**config.mk**
```make
export PLATFORM = sky130hd
export DESIGN_NAME = asteroid_spawner
export DESIGN_NICKNAME = d
export VERILOG_FILES = /design/src/rtl/asteroid_spawner.sv
export SDC_FILE = /design/constraint.sdc
export NUM_CORES = 1
export LEC_CHECK = 0
export ABC_AREA = 1
export CAP_MARGIN = 10
export CORE_UTILIZATION = 25
export DETAILED_ROUTE_END_ITERATION = 6
export PLACE_DENSITY = 0.61
export SYNTH_ARGS = -nofsm -noshare
export SYNTH_HDL_FRONTEND = slang
export SYNTH_SLANG_ARGS = --single-unit
```
**constraint.sdc**
```tcl
create_clock -name clk -period 3.6 [get_ports clk]
set_clock_uncertainty 0.1 [all_clocks]
set_input_delay 0.36 -clock clk [delete_from_list [all_inputs] [get_ports clk]]
set_output_delay 0.36 -clock clk [all_outputs]
set_load 0.01 [all_outputs]
```
**src/rtl/asteroid_spawner.sv**
```systemverilog
// Spawn controller: seeds waves of large asteroids and splits hit asteroids into two children.
// Optional `score` output and its scoring logic are enabled by defining ASTEROID_SPAWNER_SCORE_EN.
module asteroid_spawner #(
  parameter int          N_UNITS   = 8,
  parameter int          WIDTH     = 640,
  parameter int          HEIGHT    = 480,
  parameter int          XLARGE    = 0,
  parameter logic [15:0] LFSR_SEED = 16'hACE1,
  localparam int         X_W       = $clog2(WIDTH),
  localparam int         Y_W       = $clog2(HEIGHT),
  localparam int         IDX_W     = $clog2(N_UNITS)
) (
  input  logic                   clk,
  input  logic                   resetN,
  input  logic                   start_done,
  input  logic                   level_start,
  input  logic [3:0]             wave_count,
  input  logic                   hit_valid,
  input  logic [IDX_W-1:0]       hit_idx,
  output logic                   hit_ready,
  input  logic [N_UNITS*X_W-1:0] unit_x,
  input  logic [N_UNITS*Y_W-1:0] unit_y,
  output logic [N_UNITS-1:0]     new_asteroid,
  output logic [N_UNITS-1:0]     asteroid_hit,
  output logic [N_UNITS*2-1:0]   ast_type,
  output logic [X_W-1:0]         x_init,
  output logic [Y_W-1:0]         y_init,
  output logic [9:0]             phase_n,
  output logic [3:0]             phase_inc_n,
  output logic [N_UNITS-1:0]     active,
  output logic                   wave_clear
`ifdef ASTEROID_SPAWNER_SCORE_EN
  ,
  output logic [15:0]            score
`endif
);

  typedef enum logic [1:0] {AST_SMALL = 2'd0, AST_MED = 2'd1, AST_LARGE = 2'd2, AST_XLARGE = 2'd3} ast_t;
  typedef enum logic [2:0] {S_IDLE, S_WAVE, S_KILL, S_SPAWN_A, S_SPAWN_B} state_t;

  localparam logic [X_W:0] WIDTH_C  = (X_W+1)'(WIDTH);
  localparam logic [Y_W:0] HEIGHT_C = (Y_W+1)'(HEIGHT);
  localparam logic [4:0]   N_C      = 5'(N_UNITS);

  state_t             state_q, state_d;
  logic               lvl_pend_q, lvl_pend_d;
  logic [15:0]        lfsr_q, lfsr_d;
  logic [N_UNITS-1:0] active_q, active_d;
  ast_t               ast_type_q [N_UNITS];
  ast_t               ast_type_d [N_UNITS];
  logic [4:0]         cnt_q, cnt_d;
  logic               k_odd_q, k_odd_d;
  logic [IDX_W-1:0]   hit_idx_q, hit_idx_d;
  logic [X_W-1:0]     hit_x_q, hit_x_d;
  logic [Y_W-1:0]     hit_y_q, hit_y_d;
  ast_t               child_q, child_d;
  logic [9:0]         phase_a_q, phase_a_d;
  logic [X_W-1:0]     x_init_q, x_init_d;
  logic [Y_W-1:0]     y_init_q, y_init_d;
  logic [9:0]         phase_q, phase_d;
  logic [3:0]         phase_inc_q, phase_inc_d;
  logic               wave_clear_q, wave_clear_d;

  logic [X_W-1:0]     unit_x_a [N_UNITS];
  logic [Y_W-1:0]     unit_y_a [N_UNITS];
  logic               free_found;
  logic [IDX_W-1:0]   free_idx;
  logic [X_W-1:0]     x_mod;
  logic [Y_W-1:0]     y_mod;
  logic               spawn;
  ast_t               spawn_type;
  logic [X_W-1:0]     spawn_x;
  logic [Y_W-1:0]     spawn_y;
  logic [9:0]         spawn_phase;

  genvar gi;
  generate
    for (gi = 0; gi < N_UNITS; gi++) begin : g_slot
      assign unit_x_a[gi]           = unit_x[gi*X_W +: X_W];
      assign unit_y_a[gi]           = unit_y[gi*Y_W +: Y_W];
      assign ast_type[gi*2 +: 2]    = ast_type_q[gi];
    end
  endgenerate

  assign active      = active_q;
  assign wave_clear  = wave_clear_q;
  assign x_init      = x_init_d;
  assign y_init      = y_init_d;
  assign phase_n     = phase_d;
  assign phase_inc_n = phase_inc_d;
  assign hit_ready   = (state_q == S_IDLE) && start_done && !lvl_pend_q;

  // Fibonacci LFSR, taps 16,14,13,11, shifting toward bit 0
  assign lfsr_d = {lfsr_q[0] ^ lfsr_q[2] ^ lfsr_q[3] ^ lfsr_q[5], lfsr_q[15:1]};

  assign x_mod = ({1'b0, lfsr_q[X_W-1:0]} >= WIDTH_C)
               ? X_W'({1'b0, lfsr_q[X_W-1:0]} - WIDTH_C) : lfsr_q[X_W-1:0];
  assign y_mod = ({1'b0, lfsr_q[Y_W-1:0]} >= HEIGHT_C)
               ? Y_W'({1'b0, lfsr_q[Y_W-1:0]} - HEIGHT_C) : lfsr_q[Y_W-1:0];

  // Lowest free slot wins: scan downward so the last hit is the lowest index
  always_comb begin
    free_found = 1'b0;
    free_idx   = '0;
    for (int i = N_UNITS-1; i >= 0; i--) begin
      if (!active_q[i]) begin
        free_found = 1'b1;
        free_idx   = IDX_W'(i);
      end
    end
  end

  always_comb begin
    state_d      = state_q;
    lvl_pend_d   = lvl_pend_q | (level_start & start_done);
    active_d     = active_q;
    ast_type_d   = ast_type_q;
    cnt_d        = cnt_q;
    k_odd_d      = k_odd_q;
    hit_idx_d    = hit_idx_q;
    hit_x_d      = hit_x_q;
    hit_y_d      = hit_y_q;
    child_d      = child_q;
    phase_a_d    = phase_a_q;
    x_init_d     = x_init_q;
    y_init_d     = y_init_q;
    phase_d      = phase_q;
    phase_inc_d  = phase_inc_q;
    new_asteroid = '0;
    asteroid_hit = '0;
    spawn        = 1'b0;
    spawn_type   = AST_LARGE;
    spawn_x      = '0;
    spawn_y      = '0;
    spawn_phase  = lfsr_q[9:0];

    case (state_q)
      S_IDLE: begin
        if (hit_valid && hit_ready) begin
          state_d   = S_KILL;
          hit_idx_d = hit_idx;
          hit_x_d   = unit_x_a[hit_idx];
          hit_y_d   = unit_y_a[hit_idx];
        end else if (start_done && lvl_pend_q) begin
          state_d    = S_WAVE;
          lvl_pend_d = level_start & start_done;
          cnt_d      = ({1'b0, wave_count} > N_C) ? N_C : {1'b0, wave_count};
          k_odd_d    = 1'b0;
        end
      end
      S_WAVE: begin
        if (cnt_q == 5'd0 || !free_found) begin
          state_d = S_IDLE;
        end else begin
          spawn   = 1'b1;
          spawn_x = k_odd_q ? '0 : x_mod;
          spawn_y = k_odd_q ? y_mod : '0;
          cnt_d   = cnt_q - 5'd1;
          k_odd_d = ~k_odd_q;
        end
      end
      S_KILL: begin
        state_d = S_IDLE;
        if (active_q[hit_idx_q]) begin
          asteroid_hit[hit_idx_q] = 1'b1;
          active_d[hit_idx_q]     = 1'b0;
          case (ast_type_q[hit_idx_q])
            AST_LARGE: begin child_d = AST_MED;   state_d = S_SPAWN_A; end
            AST_MED:   begin child_d = AST_SMALL; state_d = S_SPAWN_A; end
            AST_XLARGE: begin
              if (XLARGE != 0) begin
                child_d = AST_LARGE;
                state_d = S_SPAWN_A;
              end
            end
            default: ;
          endcase
        end
      end
      S_SPAWN_A: begin
        phase_a_d  = lfsr_q[9:0];
        spawn      = free_found;
        spawn_type = child_q;
        spawn_x    = hit_x_q;
        spawn_y    = hit_y_q;
        state_d    = S_SPAWN_B;
      end
      S_SPAWN_B: begin
        spawn_phase = phase_a_q + 10'd512;
        spawn       = free_found;
        spawn_type  = child_q;
        spawn_x     = hit_x_q;
        spawn_y     = hit_y_q;
        state_d     = S_IDLE;
      end
      default: state_d = S_IDLE;
    endcase

    if (spawn) begin
      new_asteroid[free_idx] = 1'b1;
      active_d[free_idx]     = 1'b1;
      ast_type_d[free_idx]   = spawn_type;
      x_init_d               = spawn_x;
      y_init_d               = spawn_y;
      phase_d                = spawn_phase;
      phase_inc_d            = lfsr_q[13:10];
    end

    wave_clear_d = (active_q != '0) && (active_d == '0);
  end

  always_ff @(posedge clk or negedge resetN) begin
    if (!resetN) begin
      state_q      <= S_IDLE;
      lvl_pend_q   <= 1'b0;
      lfsr_q       <= LFSR_SEED;
      active_q     <= '0;
      for (int i = 0; i < N_UNITS; i++) ast_type_q[i] <= AST_LARGE;
      cnt_q        <= '0;
      k_odd_q      <= 1'b0;
      hit_idx_q    <= '0;
      hit_x_q      <= '0;
      hit_y_q      <= '0;
      child_q      <= AST_SMALL;
      phase_a_q    <= '0;
      x_init_q     <= '0;
      y_init_q     <= '0;
      phase_q      <= '0;
      phase_inc_q  <= '0;
      wave_clear_q <= 1'b0;
    end else begin
      state_q      <= state_d;
      lvl_pend_q   <= lvl_pend_d;
      lfsr_q       <= lfsr_d;
      active_q     <= active_d;
      ast_type_q   <= ast_type_d;
      cnt_q        <= cnt_d;
      k_odd_q      <= k_odd_d;
      hit_idx_q    <= hit_idx_d;
      hit_x_q      <= hit_x_d;
      hit_y_q      <= hit_y_d;
      child_q      <= child_d;
      phase_a_q    <= phase_a_d;
      x_init_q     <= x_init_d;
      y_init_q     <= y_init_d;
      phase_q      <= phase_d;
      phase_inc_q  <= phase_inc_d;
      wave_clear_q <= wave_clear_d;
    end
  end

`ifdef ASTEROID_SPAWNER_SCORE_EN
  logic [15:0] score_q, score_d;
  logic [7:0]  score_add;
  logic [16:0] score_sum;

  always_comb begin
    score_add = 8'd0;
    if (state_q == S_KILL && active_q[hit_idx_q]) begin
      case (ast_type_q[hit_idx_q])
        AST_LARGE: score_add = 8'd20;
        AST_MED:   score_add = 8'd50;
        AST_SMALL: score_add = 8'd100;
        default:   score_add = 8'd0;
      endcase
    end
    score_sum = {1'b0, score_q} + {9'd0, score_add};
    score_d   = score_sum[16] ? 16'hFFFF : score_sum[15:0];
  end

  always_ff @(posedge clk or negedge resetN) begin
    if (!resetN) score_q <= '0;
    else         score_q <= score_d;
  end

  assign score = score_q;
`endif

endmodule

```
==> tab_implementation.tex <==
\begin{tabular}{lr}
\hline
Metric & Value \\
\hline
\multicolumn{2}{l}{\textbf{Cells and area}} \\
Area Overhead vs Synth & 50.69\% \\
Fill cells & 2633 \\
Leading cell types in the layout, fill and taps excluded & sky130\_fd\_sc\_hd\_\_clkdlybuf4s50\_1 (236), sky130\_fd\_sc\_hd\_\_nand2\_1 (180), sky130\_fd\_sc\_hd\_\_o21ai\_0 (137) \\
Commonest non-fill, non-tap cell in the layout & sky130\_fd\_sc\_hd\_\_clkdlybuf4s50\_1 \\
Post-route cell area & just under 10000 um2 \\
Proportion of layout cells with a drive suffix above 1 & 7.587\% \\
Net count reported at finish & between 1000 and 1500 \\
Final antenna diode count & 0 \\
\multicolumn{2}{l}{\textbf{Setup path}} \\
Critical Path, Cell by Cell & inv\_1, ha\_1, inv\_1, nor2\_1, nand2\_1, nand2\_2, nand2\_4, nand2\_4, inv\_1, buf\_12, nor2\_1, a21oi\_1, clkdlybuf4s50\_1 \\
Critical-path maximum fanout & 21 \\
Critical path required time & $\sim$3100 ps \\
Max stage delay on crit path & around 600 ps \\
Critical path class & reg -> out \\
Kind of cell adding the most delay to the critical path & buffers and inverters \\
Critical path buffers and inverters & 5 \\
CP Data Arrival Time & between 2000 and 3000 ps \\
Critical path's most frequent cell & sky130\_fd\_sc\_hd\_\_inv\_1 \\
Highest-delay cell along the critical path & sky130\_fd\_sc\_hd\_\_clkdlybuf4s50\_1 \\
Startpoint Class & register \\
Crit path capture type & output port \\
\multicolumn{2}{l}{\textbf{Global route}} \\
Number of antenna violations at the first check in global routing & 0 \\
Total congestion overflow & 0 \\
Via count of the first global-routing pass & between 6000 and 7000 \\
Met2 layer usage reported by global route & 29.59\% \\
Met3 track demand over resource & under 10\% \\
Global-route wire length before repair & 36.11 mm \\
Met1 track demand over resource in global routing & a little over a fifth \\
GRT Max-Usage Layer & met2 \\
Gr usage total & roughly 18\% \\
Maximum number of pins on one net before global-route repair & 77 \\
\multicolumn{2}{l}{\textbf{Route}} \\
DRC errors left & 0 \\
Antenna Violating Nets Remaining & 0 \\
Count of routing violations after the opening detailed-route iteration & $\sim$310 \\
Total Routed Length & roughly 23 mm \\
Ratio of routed vias to standard cells & approximately 4.7 \\
DR pass1 iterations & 5 \\
Routed vias & about 6800 \\
Routed wirelength normalized by instance count & about 16 um \\
\multicolumn{2}{l}{\textbf{Flow run}} \\
Reported max-cap violation count & 0 \\
\multicolumn{2}{l}{\textbf{Logic synthesis}} \\
Primary FF master, synth & sky130\_fd\_sc\_hd\_\_dfrtp\_1 \\
Share of synthesized registers carrying an async set or reset & 100.0\% \\
Yosys cell types & 41 \\
Cell type contributing the most total cell area after synthesis & sky130\_fd\_sc\_hd\_\_dfrtp\_1 \\
Synthesized flop and latch total & 117 \\
Instance count of the mapped netlist & 858 \\
Number of warning messages in the yosys log & 0 \\
Area share of the largest cell type after synthesis & $\sim$39\% \\
Cell types with the largest area share after synthesis & sky130\_fd\_sc\_hd\_\_dfrtp\_1 (39\%), sky130\_fd\_sc\_hd\_\_o21ai\_0 (11\%), sky130\_fd\_sc\_hd\_\_nand2\_1 (10\%), sky130\_fd\_sc\_hd\_\_nor2\_1 (6.7\%), sky130\_fd\_sc\_hd\_\_dfstp\_2 (6.5\%) \\
Average size of a mapped cell & $\sim$7.6 um2 \\
Post-synth EDFFs & 0 \\
Netlist Area Pre-Place & 6489 um2 \\
Fraction of the yosys area taken by sequential cells & between 40\% and 50\% \\
Number of nets produced by synthesis & slightly above 1000 \\
\multicolumn{2}{l}{\textbf{STA}} \\
Min cycle time layout & approximately 3400 ps \\
\# setup viols final & 0 \\
Highest Clock Rate & 296.8 MHz \\
Final total negative setup slack & 0 ps \\
Final setup slack of the worst path & between 200 and 250 ps \\
Unrepaired setup endpoints after global routing & no \\
Pin slew with the least headroom to its limit & a little over 900 ps \\
Fin crit share & 93.58\% \\
Worst hold slack & around 260 ps \\
Count of final hold-check violations & 0 \\
Final max-slew violation count & 0 \\
Headroom to the max-slew limit & approximately two fifths \\
\multicolumn{2}{l}{\textbf{Die}} \\
Die area & 26600 um2 \\
Die height & between 150 and 200 um \\
Width of the die & around 160 um \\
Core Box Area & approximately 25000 um2 \\
I/O pins & roughly 240 \\
Starting density of the core & about a quarter \\
Core Rows & 58 \\
\multicolumn{2}{l}{\textbf{Clock network}} \\
Number of buffers created by CTS & 17 \\
Root Buffer & sky130\_fd\_sc\_hd\_\_clkbuf\_16 \\
Clock insertion delay at the later pin of the skew report & $\sim$400 ps \\
\# H-tree levels & 4 \\
Clock transition at the registers of the reported paths & $\sim$60 ps \\
Clk sinks & between 100 and 150 \\
Number of buffers on the longest clock path & 2 \\
Clock tree from TritonCTS & built \\
Post-CTS Setup Bufs & 0 \\
\multicolumn{2}{l}{\textbf{Power}} \\
Power density over the cells & approximately 700 nW/um2 \\
Leakage power total & 4.283 nW \\
Peak supply drop & 0.3343 mV \\
\multicolumn{2}{l}{\textbf{Place}} \\
Half-perimeter wire length after detailed placement & around 18 mm \\
DP Area & about 9200 um2 \\
Pre-CTS setup slack & roughly 610 ps \\
Weighted congestion reported at the end of routability-driven placement & about 0.9 \\
I/O Buffers & between 200 and 250 \\
\multicolumn{2}{l}{\textbf{Worst hold path}} \\
Class of the most critical hold timing path & reg -> reg \\
\multicolumn{2}{l}{\textbf{Run status}} \\
Outcome & complete, no violations \\
\hline
\end{tabular}
==> layout make-up <==
class | instances | area, um2 | share of cell area [%]
Timing Repair Buffer | 253 | 2506 | 25.63
Tap cell | 330 | 412.9 | 4.223
Inverter | 68 | 255.2 | 2.610
Clock buffer | 18 | 439.2 | 4.491
Sequential cell | 117 | 2948 | 30.15
Multi-Input combinational cell | 624 | 3073 | 31.43
Clock inverter | 14 | 143.9 | 1.472
==> cells by family after synthesis <==
group / count (synthesis) / share of synthesized area [%]
flops: 117 / 45.43
buf+inv: 117 / 7.211
xor+xnor: 5 / 0.6750
compound gates: 256 / 22.62
fa+ha+maj: 8 / 1.543
simple gates: 355 / 22.52
==> registers in the layout, summed over array words and instances, names as in the netlist, named ones only <==
register     flops
wave_clear       1
hit_y_q          9
phase_inc_q      4
hit_idx_q        3
y_init_q         9
active           8
ast_type        16
child_q          1
x_init_q        10
cnt_q            5
state_q          3
hit_x_q         10
lfsr_q          16
phase_q         10
k_odd_q          1
phase_a_q       10
==> power by group <==
part | switching (W) | leakage (nW) | internal (W) | total (W)
sequential | 0.000316 | 1.46 | 0.00176 | 0.00208
combinational | 0.00178 | 2.54 | 0.00143 | 0.00321
clock | 0.000661 | 0.280 | 0.000987 | 0.00165
total | 0.00276 | 4.28 | 0.00418 | 0.00694
==> final timing paths <==
check | from | endpoint | slack [ps] | cells past startpoint
worst max-delay path | cnt_q[0]$_DFFE_PN0P_ | x_init[3] | 230 | 13
worst min-delay path | lfsr_q[14]$_DFF_PN0_ | lfsr_q[13]$_DFF_PN1_ | 260 | 0
worst max register to register | hit_idx_q[1]$_DFFE_PN0P_ | child_q[0]$_DFFE_PN0P_ | 1220 | 11
worst min register to register | lfsr_q[14]$_DFF_PN0_ | lfsr_q[13]$_DFF_PN1_ | 260 | 0
max in group asynchronous | resetN | lfsr_q[15]$_DFF_PN1_ | 2020 | 3
min in group asynchronous | resetN | k_odd_q$_DFFE_PN0P_ | 490 | 2
==> layer usage <==
layer / share of wire, % / up-vias
li1: - / 3355
met1: 43 / 3116
met2: 48 / 251
met3: 6.0 / 32
met4: 2.7 / 0
met5: 0 / -
==> cell usage after synthesis (all sizes together), types with 15 or more instances <==
library cell / number
clkbuf: 34
dfrtp: 101
o22ai: 23
buf: 15
nor2: 121
nand3: 30
o21ai: 143
nand2: 187
dfstp: 16
o221ai: 20
inv: 67
a21oi: 43
o211ai: 20
==> stage by stage <==
step                      utilization (%)  power, W  cells
after floorplan                         -  0.003723    858
after global placement              36.25  0.005280   1391
after detailed placement            36.25  0.005323   1391
after CTS                           38.59  0.006996   1424
after global routing                38.61  0.007415   1424
final                               38.61  0.006938   1424
==> timing repair <==
| item | 4_1_cts | 5_1_grt |
|---|---|---|
| endpoints found under the setup margin | 0 | 3 |
| resized for setup | 0 | 1 |
| hold endpoints to repair | 49 | 0 |
| hold buffers | 1 | 0 |
(Power assumes the default switching activity.)
==> variant (config.mk and constraints unchanged) <==
Add a define of `ASTEROID_SPAWNER_SCORE_EN`.
--- a/src/rtl/asteroid_spawner.sv
+++ b/src/rtl/asteroid_spawner.sv
@@ -1,5 +1,7 @@
 // Spawn controller: seeds waves of large asteroids and splits hit asteroids into two children.
 // Optional `score` output and its scoring logic are enabled by defining ASTEROID_SPAWNER_SCORE_EN.
+`define ASTEROID_SPAWNER_SCORE_EN
+
 module asteroid_spawner #(
   parameter int          N_UNITS   = 8,
   parameter int          WIDTH     = 640,
Check against the original RTL (old outputs only; new: score): equivalent (equiv_simple and equiv_induct, registers matched by name and starting in step).
==> variant against the unedited design <==
Power increased by 11%. Global-route usage fell by 0.94 points. Largest cell class unchanged. Sequential share of layout area down 0.12 points. Sequential cell count increased by 16. Largest power group unchanged. Fmax shrank 2.7%. Wire length rose by 9.4%. Cell area up 14%. Area after synthesis rose by 14%. Critical path depth up 8. Worst setup slack lost 0.094 ns.
==> variant: results (changes against the unedited design) <==
Synth area leaders: dfrtp_1 (39%), nand2_1 (10%), o21ai_0 (10%)
vias in the first global route: 7440 (+10%)
status: complete, no violations
met3 routed WL: 1.904 mm (+37%)
largest net degree at the start of global routing: 83 (+7.8%)
Placed Area: 0.01039 sq mm (+13%)
# fillers: 2937 (+12%)
worst slew pin tran: 1.099 ns (+0.1717 ns)
ratio of cells with drive above 1 in the final layout: 10.29% (+2.7 points)
pre-CTS setup slack: -0.1008 ns (-0.7075 ns)
Met1 Wirelength: 10.81 mm (+7.7%)
Worst Path Max Fanout: 8 (-62%)
quantity of I/O buffers inserted on ports: 254 (+6.7%)
Initial DRC Count: 503 (+60%)
CP max-delay cell: dfrtp_2
non-filler instance count after layout: 1628 (+14%)
met2 routed WL: 12.21 mm (+9.6%)
worst skew pair latency: 0.43 ns (+0.02 ns)
Commonest cells post-synth: nand2_1 (203), o21ai_0 (148), nor2_1 (133)
Vias/cell: 4.738 (-0.11%)
GRT Total Usage: 16.61% (-0.94 points)
grt met3 use: 4.396% (+0.13 points)
fin nets: 1412 (+13%)
R2R depth: 21 (+10)
library cells used by synthesis: 37 (-9.8%)
Total Routed Length: 25.36 mm (+9.4%)
Top delay family on crit path: simple AND/OR/NAND/NOR gates
syn nets: 1159 (+13%)
switching power total: 0.003157 W (+14%)
global-route wire length before repair: 39.56 mm (+9.6%)
dpl hpwl: 19.05 mm (+6.0%)
Critical Path End: score[10]$_DFF_PN0_
P_seq: 0.00229 W (+10%)
-- variant: cell count changes after synthesis, moves of 6 or more --
| cell | delta |
|---|---|
| nor2_1 | +18 |
| dfrtp_1 | +16 |
| nand2_1 | +23 |
| o21ai_0 | +11 |
| inv_1 | +19 |
| ha_1 | +8 |
| a21oi_1 | +6 |
-- variant: kinds of logic (layout without fill, tap and decap cells) --
family / Yosys count / after routing / share of synthesized area [%]
AO/OA/AOI/OAI: 278 / 278 / 21.21
AND/OR/NAND/NOR: 406 / 406 / 22.59
buffers and inverters: 137 / 403 / 7.328
flip-flops: 133 / 133 / 45.08
XOR/XNOR: 7 / 7 / 0.8255
adder cells (fa/ha/maj): 17 / 17 / 2.965
-- variant: layout make-up --
cell class | count | area share [%]
inverters | 86 | 2.970
repair buffers | 285 | 25.05
multi-input cells | 708 | 32.65
clock buffers | 19 | 3.878
flip-flops and latches | 133 | 30.03
well taps | 384 | 4.304
clock inverters | 13 | 1.121
